<file path="src/rtl/mcs4_pkg.sv">
`default_nettype none
// ============================================================================
//  Module      : mcs4_pkg
//  Description : Shared types and constants for the MCS-4 RAM/IO bus master:
//                instruction-cycle phases, RAM/IO opcodes, OPR constants,
//                master state encoding and the read-class opcode decode.
//  Revision    : 1.0 - initial release
// ============================================================================
package mcs4_pkg;

    // Eight clk phases of one MCS-4 instruction cycle
    typedef enum logic [2:0] {
        A1 = 3'd0,
        A2 = 3'd1,
        A3 = 3'd2,
        M1 = 3'd3,
        M2 = 3'd4,
        X1 = 3'd5,
        X2 = 3'd6,
        X3 = 3'd7
    } instr_cyc_t;

    // RAM/IO group opcodes carried in the OPA nibble after OPR=E
    typedef enum logic [3:0] {
        WRM = 4'h0,
        WMP = 4'h1,
        WRR = 4'h2,
        WPM = 4'h3,
        WR0 = 4'h4,
        WR1 = 4'h5,
        WR2 = 4'h6,
        WR3 = 4'h7,
        SBM = 4'h8,
        RDM = 4'h9,
        RDR = 4'hA,
        ADM = 4'hB,
        RD0 = 4'hC,
        RD1 = 4'hD,
        RD2 = 4'hE,
        RD3 = 4'hF
    } ioram_opa_t;

    localparam logic [3:0] OPR_SRC = 4'h2;
    localparam logic [3:0] OPR_IO  = 4'hE;

    // Kind of instruction cycle the master is currently issuing
    typedef enum logic [1:0] {
        ST_IDLE = 2'd0,
        ST_SRC  = 2'd1,
        ST_IO   = 2'd2
    } mst_state_t;

    // The upper half of the opcode space returns data on the bus
    function automatic logic is_read_op(input ioram_opa_t op);
        return op[3];
    endfunction

endpackage
`default_nettype wire

</file>
<file path="src/rtl/mcs4_timing_gen.sv">
`default_nettype none
// ============================================================================
//  Module      : mcs4_timing_gen
//  Description : Free-running MCS-4 instruction-cycle phase counter with
//                sync decode. Reset parks the counter at X3 so that sync is
//                asserted during reset and A1 follows release.
//  Revision    : 1.0 - initial release
// ============================================================================
module mcs4_timing_gen
    import mcs4_pkg::*;
(
    input  logic       clk,
    input  logic       rst,
    output instr_cyc_t phase_o,
    output logic       sync_o
);

    logic [2:0] phase_q;
    logic [2:0] phase_d;

    // Next phase: wraps X3 -> A1 naturally through 3-bit overflow
    always_comb begin
        phase_d = phase_q + 3'd1;
    end

    // Phase register, parked at X3 during reset
    always_ff @(posedge clk) begin
        if (rst) begin
            phase_q <= 3'd7;
        end else begin
            phase_q <= phase_d;
        end
    end

    assign phase_o = instr_cyc_t'(phase_q);
    assign sync_o  = (phase_q == 3'd7);

endmodule
`default_nettype wire

</file>
<file path="src/rtl/mcs4_ram_master.sv">
`default_nettype none
// ============================================================================
//  Module      : mcs4_ram_master
//  Description : MCS-4 RAM/IO bus initiator. Turns a request/response
//                handshake into an SRC instruction cycle followed by one I/O
//                instruction cycle, capturing the returned nibble for reads.
//                Optional macro MCS4_MASTER_SRC_CACHE_EN skips the SRC cycle
//                when the request address matches the last one issued.
//  Revision    : 1.0 - initial release
// ============================================================================
module mcs4_ram_master
    import mcs4_pkg::*;
#(
    parameter logic [3:0] IDLE_OPR = 4'h0,
    parameter logic [2:0] SRC_PAIR = 3'd0
) (
    input  logic       clk,
    input  logic       rst,
    input  logic       req_valid,
    output logic       req_ready,
    input  logic [3:0] req_op,
    input  logic [1:0] req_chip,
    input  logic [1:0] req_reg,
    input  logic [3:0] req_char,
    input  logic [3:0] req_wdata,
    output logic       rsp_valid,
    output logic [3:0] rsp_rdata,
    output logic       sync,
    output logic       cm_ram,
    output logic [3:0] dbus_out,
    input  logic [3:0] dbus_in
);

    instr_cyc_t phase;
    mst_state_t state_q, state_d;
    logic       pending_q, pending_d;
    ioram_opa_t op_q;
    logic [1:0] chip_q, reg_q;
    logic [3:0] char_q, wdata_q;
    logic [3:0] rdata_q, rdata_d;
    logic       accept, at_x3, launch, hit;

    mcs4_timing_gen u_timing (
        .clk     (clk),
        .rst     (rst),
        .phase_o (phase),
        .sync_o  (sync)
    );

    // A request may only start at an instruction-cycle boundary; it is
    // launched at X3 either from the holding register or straight from the
    // port when it arrives in that very X3.
    assign at_x3     = (phase == X3);
    assign req_ready = !pending_q && ((state_q == ST_IDLE) || ((state_q == ST_IO) && at_x3));
    assign accept    = req_valid && req_ready;
    assign launch    = at_x3 && (pending_q || accept);
    assign rsp_valid = (state_q == ST_IO) && at_x3;
    assign rsp_rdata = rdata_q;

`ifdef MCS4_MASTER_SRC_CACHE_EN
    logic       cvalid_q;
    logic [7:0] caddr_q;
    logic [7:0] launch_addr;

    assign launch_addr = accept ? {req_chip, req_reg, req_char} : {chip_q, reg_q, char_q};
    assign hit         = cvalid_q && (caddr_q == launch_addr);

    // Remember the address of every SRC actually placed on the bus
    always_ff @(posedge clk) begin
        if (rst) begin
            cvalid_q <= 1'b0;
            caddr_q  <= 8'h00;
        end else if (launch && !hit) begin
            cvalid_q <= 1'b1;
            caddr_q  <= launch_addr;
        end
    end
`else
    assign hit = 1'b0;
`endif

    // Next state, pending flag and read capture
    always_comb begin
        state_d   = state_q;
        pending_d = (pending_q || accept) && !launch;
        rdata_d   = rdata_q;
        if (at_x3) begin
            case (state_q)
                ST_IDLE: if (launch) state_d = hit ? ST_IO : ST_SRC;
                ST_SRC:  state_d = ST_IO;
                ST_IO:   state_d = launch ? (hit ? ST_IO : ST_SRC) : ST_IDLE;
                default: state_d = ST_IDLE;
            endcase
        end
        if ((state_q == ST_IO) && (phase == X2)) begin
            rdata_d = is_read_op(op_q) ? dbus_in : 4'h0;
        end
    end

    // State, request fields and response data registers
    always_ff @(posedge clk) begin
        if (rst) begin
            state_q   <= ST_IDLE;
            pending_q <= 1'b0;
            rdata_q   <= 4'h0;
            op_q      <= WRM;
            chip_q    <= 2'd0;
            reg_q     <= 2'd0;
            char_q    <= 4'h0;
            wdata_q   <= 4'h0;
        end else begin
            state_q   <= state_d;
            pending_q <= pending_d;
            rdata_q   <= rdata_d;
            if (accept) begin
                op_q    <= ioram_opa_t'(req_op);
                chip_q  <= req_chip;
                reg_q   <= req_reg;
                char_q  <= req_char;
                wdata_q <= req_wdata;
            end
        end
    end

    // Bus drive per phase and instruction-cycle type
    always_comb begin
        dbus_out = 4'h0;
        cm_ram   = 1'b0;
        case (phase)
            M1: begin
                case (state_q)
                    ST_SRC:  dbus_out = OPR_SRC;
                    ST_IO:   dbus_out = OPR_IO;
                    default: dbus_out = IDLE_OPR;
                endcase
            end
            M2: begin
                case (state_q)
                    ST_SRC: dbus_out = {SRC_PAIR, 1'b1};
                    ST_IO: begin
                        dbus_out = op_q;
                        cm_ram   = 1'b1;
                    end
                    default: dbus_out = 4'h0;
                endcase
            end
            X2: begin
                if (state_q == ST_SRC) begin
                    dbus_out = {chip_q, reg_q};
                    cm_ram   = 1'b1;
                end else if ((state_q == ST_IO) && !is_read_op(op_q)) begin
                    dbus_out = wdata_q;
                end
            end
            X3: begin
                if (state_q == ST_SRC) begin
                    dbus_out = char_q;
                end
            end
            default: begin
                dbus_out = 4'h0;
            end
        endcase
    end

endmodule
`default_nettype wire

</file>
<file path="config.mk">
export PLATFORM = sky130hd
export DESIGN_NAME = mcs4_ram_master
export DESIGN_NICKNAME = d
export VERILOG_FILES = /design/src/rtl/mcs4_pkg.sv /design/src/rtl/mcs4_timing_gen.sv /design/src/rtl/mcs4_ram_master.sv
export SDC_FILE = /design/constraint.sdc
export NUM_CORES = 1
export LEC_CHECK = 0
export ABC_CLOCK_PERIOD_IN_PS = 2500
export CAP_MARGIN = 20
export CORE_MARGIN = 4
export CORE_UTILIZATION = 52
export DETAILED_ROUTE_END_ITERATION = 8
export PLACE_DENSITY = 0.85
export SLEW_MARGIN = 5
export SYNTH_ARGS = -nofsm -noshare
export SYNTH_HDL_FRONTEND = slang
export SYNTH_SLANG_ARGS = --single-unit
</file>
<file path="constraint.sdc">
create_clock -name clk -period 2.5 [get_ports clk]
set_input_delay 0.25 -clock clk [delete_from_list [all_inputs] [get_ports clk]]
set_output_delay 0.25 -clock clk [all_outputs]
set_load 0.05 [all_outputs]
</file>
======== Word level (Yosys, flattened, before mapping) ========
Cells that the tools add are included.
storage, ports and cells
  bits in registers ....................... 26
  output and inout port bits .............. 12
cells by class
  $add $sub $neg .......................... 1
  eq/ne operators ......................... 7
  muxes and demuxes ....................... 13
  reduce and logical (&&, ||, !) cells .... 14
operators with widths
  operator                                                         number
  4-bit two-way mux                                                4
  4-bit one-hot mux with 2 select lines                            2
  4-bit one-hot mux with 4 select lines                            1
  3-bit == test, second input constant                             3
  1-bit logical AND                                                7
  2-bit one-hot mux with 3 select lines                            1
  3-bit by 1-bit adder with 3-bit output, second input constant    1
  3-bit by 2-bit == test with 1-bit output, second input constant  1
  1-bit logical NOT                                                3
  1-bit two-way mux                                                3
  2-bit by 1-bit == test with 1-bit output, second input constant  1
  2-bit == test, second input constant                             1
  2-bit logical NOT                                                1
  1-bit logical OR                                                 2
  2-bit two-way mux                                                1
  2-bit inequality test, second input constant                     1
  1-bit one-hot mux with 2 select lines                            1
  2-bit AND reduction                                              1

======== Longest topological paths before layout ========
  word-level depth ........................ 9
  depth in mapped cells ................... 7
  mapped depth without buffers ............ 5

======== Hierarchy ========
Synthesis repeated with hierarchy kept, for this count alone.
second synthesis, totals
  cells, all modules ...................... 162
  area, all modules ....................... 1473.9 µm²
modules (own cells, without submodules)
  module           instances  cells an instance  area each (µm²)  seq. area each (µm²)
  mcs4_ram_master  1          154                1370.1           460.4
  mcs4_timing_gen  1          8                  103.8            60.1

======== Least setup slack after synthesis ========
No wires, ideal clock.
  kind .................................... reg2out
  start point ............................. reg u_timing.phase_q[0] (netlist: u_timing.phase_o[0])
  end point ............................... out dbus_out[2]
  arrival time ............................ 2204 ps
  data required time ...................... 2250 ps
  slack ................................... 46 ps
  stages on the path, launching flop included .. 6
  buffers on the path ..................... 0
  path through ............................ dfxtp_1 ha_1 ha_1 and2_2 a222oi_1 a21oi_1
on the way
  longest elaborated chain between the ends .. 2
  elaborated cells on any way between the ends .. 5
  classes of those cells .................. eq/ne: 4; mux: 1
RTL lines
  what                                   RTL line                RTL
  start, declared                        mcs4_timing_gen.sv:18   logic [2:0] phase_q;
  start signal, assigned                 mcs4_timing_gen.sv:31   phase_q <= phase_d;
  3-bit == test                          --
  named net sync                         mcs4_ram_master.sv:28   output logic sync,
  4-bit one-hot mux with 4 select lines  mcs4_ram_master.sv:129  case (phase)
  end, declared                          mcs4_ram_master.sv:30   output logic [3:0] dbus_out,
The timed path passes the listed nets, and every way through them passes these cells.

======== Final worst setup path ========
  start point ............................. reg u_timing.phase_q[0] (netlist: u_timing.phase_o[0])
  end point ............................... out sync
on the way
  longest elaborated chain between the ends .. 1
RTL lines
  what           RTL line               RTL
  3-bit == test  mcs4_timing_gen.sv:36  assign sync_o = (phase_q == 3'd7);
  end, declared  mcs4_ram_master.sv:28
No other way between the ends.

==> summary.md <==
| Metric | Value |
|---|---|
| Status | finished, final reports clean |
| CP max-delay cell | clkdlybuf4s50_1 |
| Crit path cell chain | ha_1 > ha_1 > clkdlybuf4s50_1 |
| Vias/cell | 5.403 |
| Final setup viols | 0 |
| Worst Reg-to-Reg Cells | 6 |
| Largest family of logic cells by synthesized area | simple AND/OR/NAND/NOR gates |
| TNS Setup | 0 ns |
| Chip height | 59.98 um |
| Seq cells post-synth | 26 |
| Reg2reg start | u_timing.phase_o[0] |
| Setup ws final | 0.1244 ns |
| Final Skew | 0.005780 ns |
| CP required | 2.25 ns |
| Leakage power | 0.7258 nW |
| R2r setup slk | 0.62 ns |
| Total GRT Usage | 0.1686 |
| Initial antenna violation count | 0 |
| TritonCTS clock tree | built |
| Cell variety after synth | 27 |
| Critical Path Fanout Max | 8 |
| Register area share after synthesis | 0.3704 |
| CTS Hold Bufs | 0 |
| Starting Density | 0.5570 |
| Inserted Diodes | 0 |
| Root buffer cell | clkbuf_4 |
| Register Area | 520.5 um2 |
| Cell count after synthesis | 149 |
| Routed wire length | 2853 um |
| Fill cells | 207 |
| H-tree depth | 1 |
| Min-Delay Startpoint | rsp_rdata[0] |
| PwrDens | 524.2 mW/mm2 |
| DRC viols | 0 |
| Slowest Stage Delay on Critical Path | 0.86 ns |
| Clk sinks | 26 |
| Via count | 1140 |
| Most frequent cells in the layout | 34 x nand2b_1, 28 x clkdlybuf4s50_1, 26 x dfxtp_1 |
| Most common cell after layout, fill and taps aside | nand2b_1 |
| Initial DRT Pass Iterations | 4 |
| Critical Path Start Type | flop |
| Final hold vios | 0 |
| Peak supply drop | 0.0003393 V |
| DIE WIDTH | 59.98 um |
| Yosys warnings | 0 |
| Layout cells sized above 1 | 0.07735 |
| Core region area | 0.002522 mm2 |
| Pin count of the biggest net entering global routing | 27 |
| Overflow after GRT | 0 |
| Non-Filler Instances | 211 |
| Total CTS buffers | 3 |
| Synth Area in Simple Gates | 0.2511 |
| Number of global-route vias before repair | 1102 |
| Placed Cells | 208 |
| Total Power | 922.2 uW |
| Post-Synth Adder-Cell Area | 0.08905 |
| Reg2reg end | wdata_q[2] |
| WHS Path Cells | 2 |
| Crit path capture type | primary output |
| Worst EP arrival | 2.13 ns |
| Post-Syn Area | 0.001405 mm2 |
| Mux contribution to synthesized area | 0.1211 |
| DRT antenna net count | 0 |
| Slew HR | 0.6481 |
| Worst skew pair latency | 0.32 ns |
| Worst-margin pin slew | 0.5262 ns |
| Number of DRC markers in iteration 0 | 55 |
| Multi-input logic area | 810.8 um2 |
| Syn nets | 182 |
| Number of I/O port buffers | 34 |
| Avg Cell Area, Syn | 9.430 um2 |
| Max-slew violations | 0 |
| XOR/XNOR Fraction of Synth Area | 0 |
| Synth Area in Compound Gates | 0.1158 |
| Worst hold path class | flop to flop |
| Wire per inst | 13.52 um |
| # IOs | 35 |
| Syn-to-layout area delta | 25.20% |
| Row count | 18 |
| RSZ-0062 raised after global routing | false |
| Maximum clock rate | 421.0 MHz |
| CTS clock-pin slew for the worst setup and hold paths | 0.12 ns |
| CTS Buffer Depth | 2 |
| Die area | 0.003598 mm2 |
| First-pass GRT wire length | 4692 um |
| Hold Path End | rsp_rdata[0] |
| Dpl hpwl | 2234 um |
| Final min period | 2.376 ns |
| Final RePlAce weighted congestion | 0.7538 |
| Max cap viols | 0 |
| Layout net count | 216 |
| Tcrit/Tclk final | 0.9502 |
| Critical path's most frequent cell | ha_1 |
| Place WS | 0.3729 ns |
| WS Path Type | flop to primary output |
==> how the worst max path moves through the flow <==
stage / startpoint / end / slack, ns / cells after the start
after floorplan: u_timing.phase_o[0] / dbus_out[2] / 0.05 / 5
after global routing: u_timing.phase_o[0] / sync / 0.04 / 3
after detailed placement: u_timing.phase_o[0] / rsp_valid / 0.37 / 4
final: u_timing.phase_o[0] / sync / 0.12 / 3
after CTS: u_timing.phase_o[0] / rsp_valid / 0.005 / 4
after global placement: u_timing.phase_o[0] / rsp_valid / 0.43 / 4
==> cells by family after synthesis <==
group                      after synthesis
DFF                                     26
and+or+nand+nor                         59
adders and majority gates               10
AOI/OAI and AO/OA                       24
buffers and inverters                   13
muxes                                   17
==> synth_stat cells <==
master | instances | area share
a222oi_1 | 3 | 0.021
nor3b_1 | 1 | 0.0053
o21a_1 | 1 | 0.0053
a22oi_1 | 2 | 0.011
o21ai_0 | 2 | 0.0071
and3_1 | 2 | 0.0089
nand3_1 | 5 | 0.018
nor2_1 | 6 | 0.016
mux2i_1 | 17 | 0.12
buf_12 | 1 | 0.014
a21oi_1 | 11 | 0.039
inv_1 | 6 | 0.016
or4_1 | 1 | 0.0053
buf_6 | 1 | 0.0080
and4_1 | 1 | 0.0062
dfxtp_1 | 26 | 0.37
nand3b_1 | 1 | 0.0053
a32o_1 | 1 | 0.0071
nor3b_2 | 1 | 0.0089
buf_2 | 1 | 0.0036
nand2b_1 | 34 | 0.15
clkbuf_1 | 4 | 0.011
ha_1 | 10 | 0.089
a32oi_1 | 4 | 0.025
and2_2 | 2 | 0.011
or2_2 | 1 | 0.0045
nand2_1 | 4 | 0.011
==> routing by layer <==
metal  GRT usage  up-vias  share of wire
li1            -      579              -
met1      0.2134      522           0.46
met2      0.2793       35           0.47
met3     0.04320        4          0.065
met4     0.05063        0          0.010
met5           0        -              0
==> flip-flops by register name (all words and copies together), names as in the netlist <==
name              count
char_q                4
chip_q                2
op_q                  4
pending_q             1
reg_q                 2
rsp_rdata             4
state_q               2
u_timing.phase_o      3
wdata_q               4
==> through the flow <==
| step | area, um2 | utilization | hold slack (ns) |
|---|---|---|---|
| after global placement | 1734 | 0.6875 | 0.4227 |
| after global routing | 1759 | 0.6974 | 0.4742 |
| final | 1759 | 0.6974 | 0.4613 |
| after CTS | 1757 | 0.6964 | 0.4657 |
| after floorplan | 1405 | - | 0.4047 |
| after detailed placement | 1734 | 0.6875 | 0.4472 |
==> cell type report <==
| type | instances | share of cell area |
|---|---|---|
| Clock buffer | 3 | 0.01280 |
| Inverter | 6 | 0.01280 |
| Timing Repair Buffer | 36 | 0.1963 |
| Sequential cell | 26 | 0.2959 |
| Multi-Input combinational cell | 110 | 0.4609 |
| Tap cell | 30 | 0.02134 |
==> report_power, final <==
group          total, mW  internal, mW  switching [mW]
logic              0.263         0.123           0.139
registers          0.487         0.454          0.0331
clock network      0.173        0.0565           0.116
==> worst max-delay path, delay by kind of cell (launching register included) <==
kind / cells / cell delay, ns
adders and majority gates: 2 / 0.54
buffers and inverters: 1 / 0.86
DFF: 1 / 0.42
==> what timing repair did <==
action                                  in CTS  in global routing
resized for setup                            0                  1
endpoints found under the setup margin       0                  1
buffers inserted                             0                  0
(Power assumes the default switching activity.)
==> patch, RTL diff (same settings) <==
Add a define of `MCS4_MASTER_SRC_CACHE_EN`.
--- a/src/rtl/mcs4_ram_master.sv
+++ b/src/rtl/mcs4_ram_master.sv
@@ -8,6 +8,8 @@
 //                when the request address matches the last one issued.
 //  Revision    : 1.0 - initial release
 // ============================================================================
+`define MCS4_MASTER_SRC_CACHE_EN
+
 module mcs4_ram_master
     import mcs4_pkg::*;
 #(
Behaviour: no difference found for any inputs over 10 cycles, from zero or initial values and one cycle with rst high; that may be too few to reach the edited logic, so the function may still have changed.
==> patch against the unedited design <==
The flow now finishes with violations (setup timing); critical path depth is 9 higher; critical path type is now reg -> reg; largest cell class unchanged; global-route usage is 6.5 points higher; final area is 51% higher; fmax is 8.3% lower; synthesized cell count is 41% higher; hold slack worse by 26 ps; non-clock buffer count is 34 higher; setup slack worse by 210 ps; die area is 24% higher; wire length is 75% higher; power is 63% higher; synthesized area is 28% higher; sequential cell count is 9 higher.
==> patch: results (changes against the unedited design) <==
| Metric | Value |
|---|---|
| Max Clock Skew | `4.00 ps (was 5.78 ps)` |
| Vias | `1,788 (was 1,140)` |
| Hold path endpoint | `wdata_q[2]$_SDFFE_PP0N_ (was rsp_rdata[0]$_SDFFE_PP0P_)` |
| Antenna violations before repair | `0 (unchanged)` |
| Status | `finished with violations (was finished clean)` |
| Clk Latency, worst-skew pair | `350 ps (was 320 ps)` |
| Worst slack, placed | `-250 ps (was 373 ps)` |
| Synth cell types | `35 (was 27)` |
| Vias in the first global route | `1,734 (was 1,102)` |
| TNS Setup | `-672 ps (was 0 ps)` |
| R2r endpoint | `caddr_q[5]$_SDFFE_PP0P_ (was wdata_q[2]$_SDFFE_PP0P_)` |
| Final Util | `79.7% (was 69.7%)` |
| Top post-synthesis cells by area | `dfxtp_1 (39%), a21oi_1 (6.9%), mux2_4 (6.7%) (was dfxtp_1 (37%), nand2b_1 (15%), mux2i_1 (12%))` |
| Slew @ Worst Pin | `767 ps (was 526 ps)` |
| Failing checks | `setup timing` |
| Hold_sp | `req_wdata[2] (was rsp_rdata[0]$_SDFFE_PP0P_)` |
| Min setup slack post-route | `-89.4 ps (was 124 ps)` |
| Static Leakage | `1.05 nW (was 0.726 nW)` |
| Post-placement cell count | `314 (was 208)` |
| Number of setup violations in the final report | `9 (was 0)` |
| Hold Crit Depth | `3 (was 2)` |
| Routability cong. | `0.838 (was 0.754)` |
| # fillers | `213 (was 207)` |
| Seq/Total Area, Yosys | `38.9% (was 37.0%)` |
| WL/cell | `15.3 um (was 13.5 um)` |
| Initial DRC count | `104 (was 55)` |
| Final HPWL DP | `3600 um (was 2230 um)` |
| Post-Synthesis Cells | `210 (was 149)` |
| Total global-route track usage | `23.3% (was 16.9%)` |
| Worst hold path type | `in -> reg (was reg -> reg)` |
| Worst Hold Margin | `435 ps (was 461 ps)` |
| Crit-path max FO | `7 (was 8)` |
| Syn Nets | `242 (was 182)` |
| Worst EP arrival | `2840 ps (was 2130 ps)` |
| Largest net degree at the start of global routing | `23 (was 27)` |
patch: power by group:
group	switching [mW]	internal (mW)	leakage (nW)
logic	0.271	0.272	0.737
registers	0.0382	0.608	0.287
clock network	0.205	0.108	0.0282
patch: kinds of logic (layout without fill, tap and decap cells):
kind of cell	count (synthesis)	after routing	synth area share (%)
buf+inv	13	84	3.61
mux	9	9	7.22
fa+ha+maj	9	9	6.25
flops	35	35	38.9
simple gates	92	92	26.7
compound gates	52	52	17.4
patch: repair_timing:
item                                    CTS  global route
resized for setup                         8            18
pin swaps                                 3             5
setup buffers                             4             3
endpoints found under the setup margin   15            16
hold endpoints to repair                  0             0
patch: layout make-up:
type,count,share of cell area (%)
clock buffer,6,1.55
clock inverter,2,0.471
inverter,6,0.847
multi-input combinational,162,43.6
sequential,35,26.5
tap,46,2.16
timing repair buffer,70,24.8
patch: worst max path at each step:
stage	start	end	slack (ps)
CTS	u_timing.phase_o[1]$_SDFF_PP1_	caddr_q[0]$_SDFFE_PP0P_	-80
global route	state_q[0]$_SDFFE_PP0P_	caddr_q[6]$_SDFFE_PP0P_	-160
global placement	req_valid	caddr_q[1]$_SDFFE_PP0P_	-170
finish	state_q[0]$_SDFFE_PP0P_	caddr_q[5]$_SDFFE_PP0P_	-90
detailed placement	req_valid	caddr_q[5]$_SDFFE_PP0P_	-250
floorplan	u_timing.phase_o[0]$_SDFF_PP1_	caddr_q[0]$_SDFFE_PP0P_	-140
patch: worst max-delay path, stage by stage (launching register included):
cell	delay [ps]
dfxtp_2	340
inv_1	90
ha_1	220
buf_4	150
a21oi_2	50
buf_4	150
o21ai_0	330
a21o_1	180
nand4b_1	130
and4bb_4	360
nor2_4	50
buf_12	150
mux2_4	290
patch: routing by layer:
layer	vias up	track usage, %	wire length, um
li1	882	-	-
met1	844	25.2	2020
met2	46	41.7	2550
met3	16	6.75	258
met4	0	10.4	176
met5	-	0	0
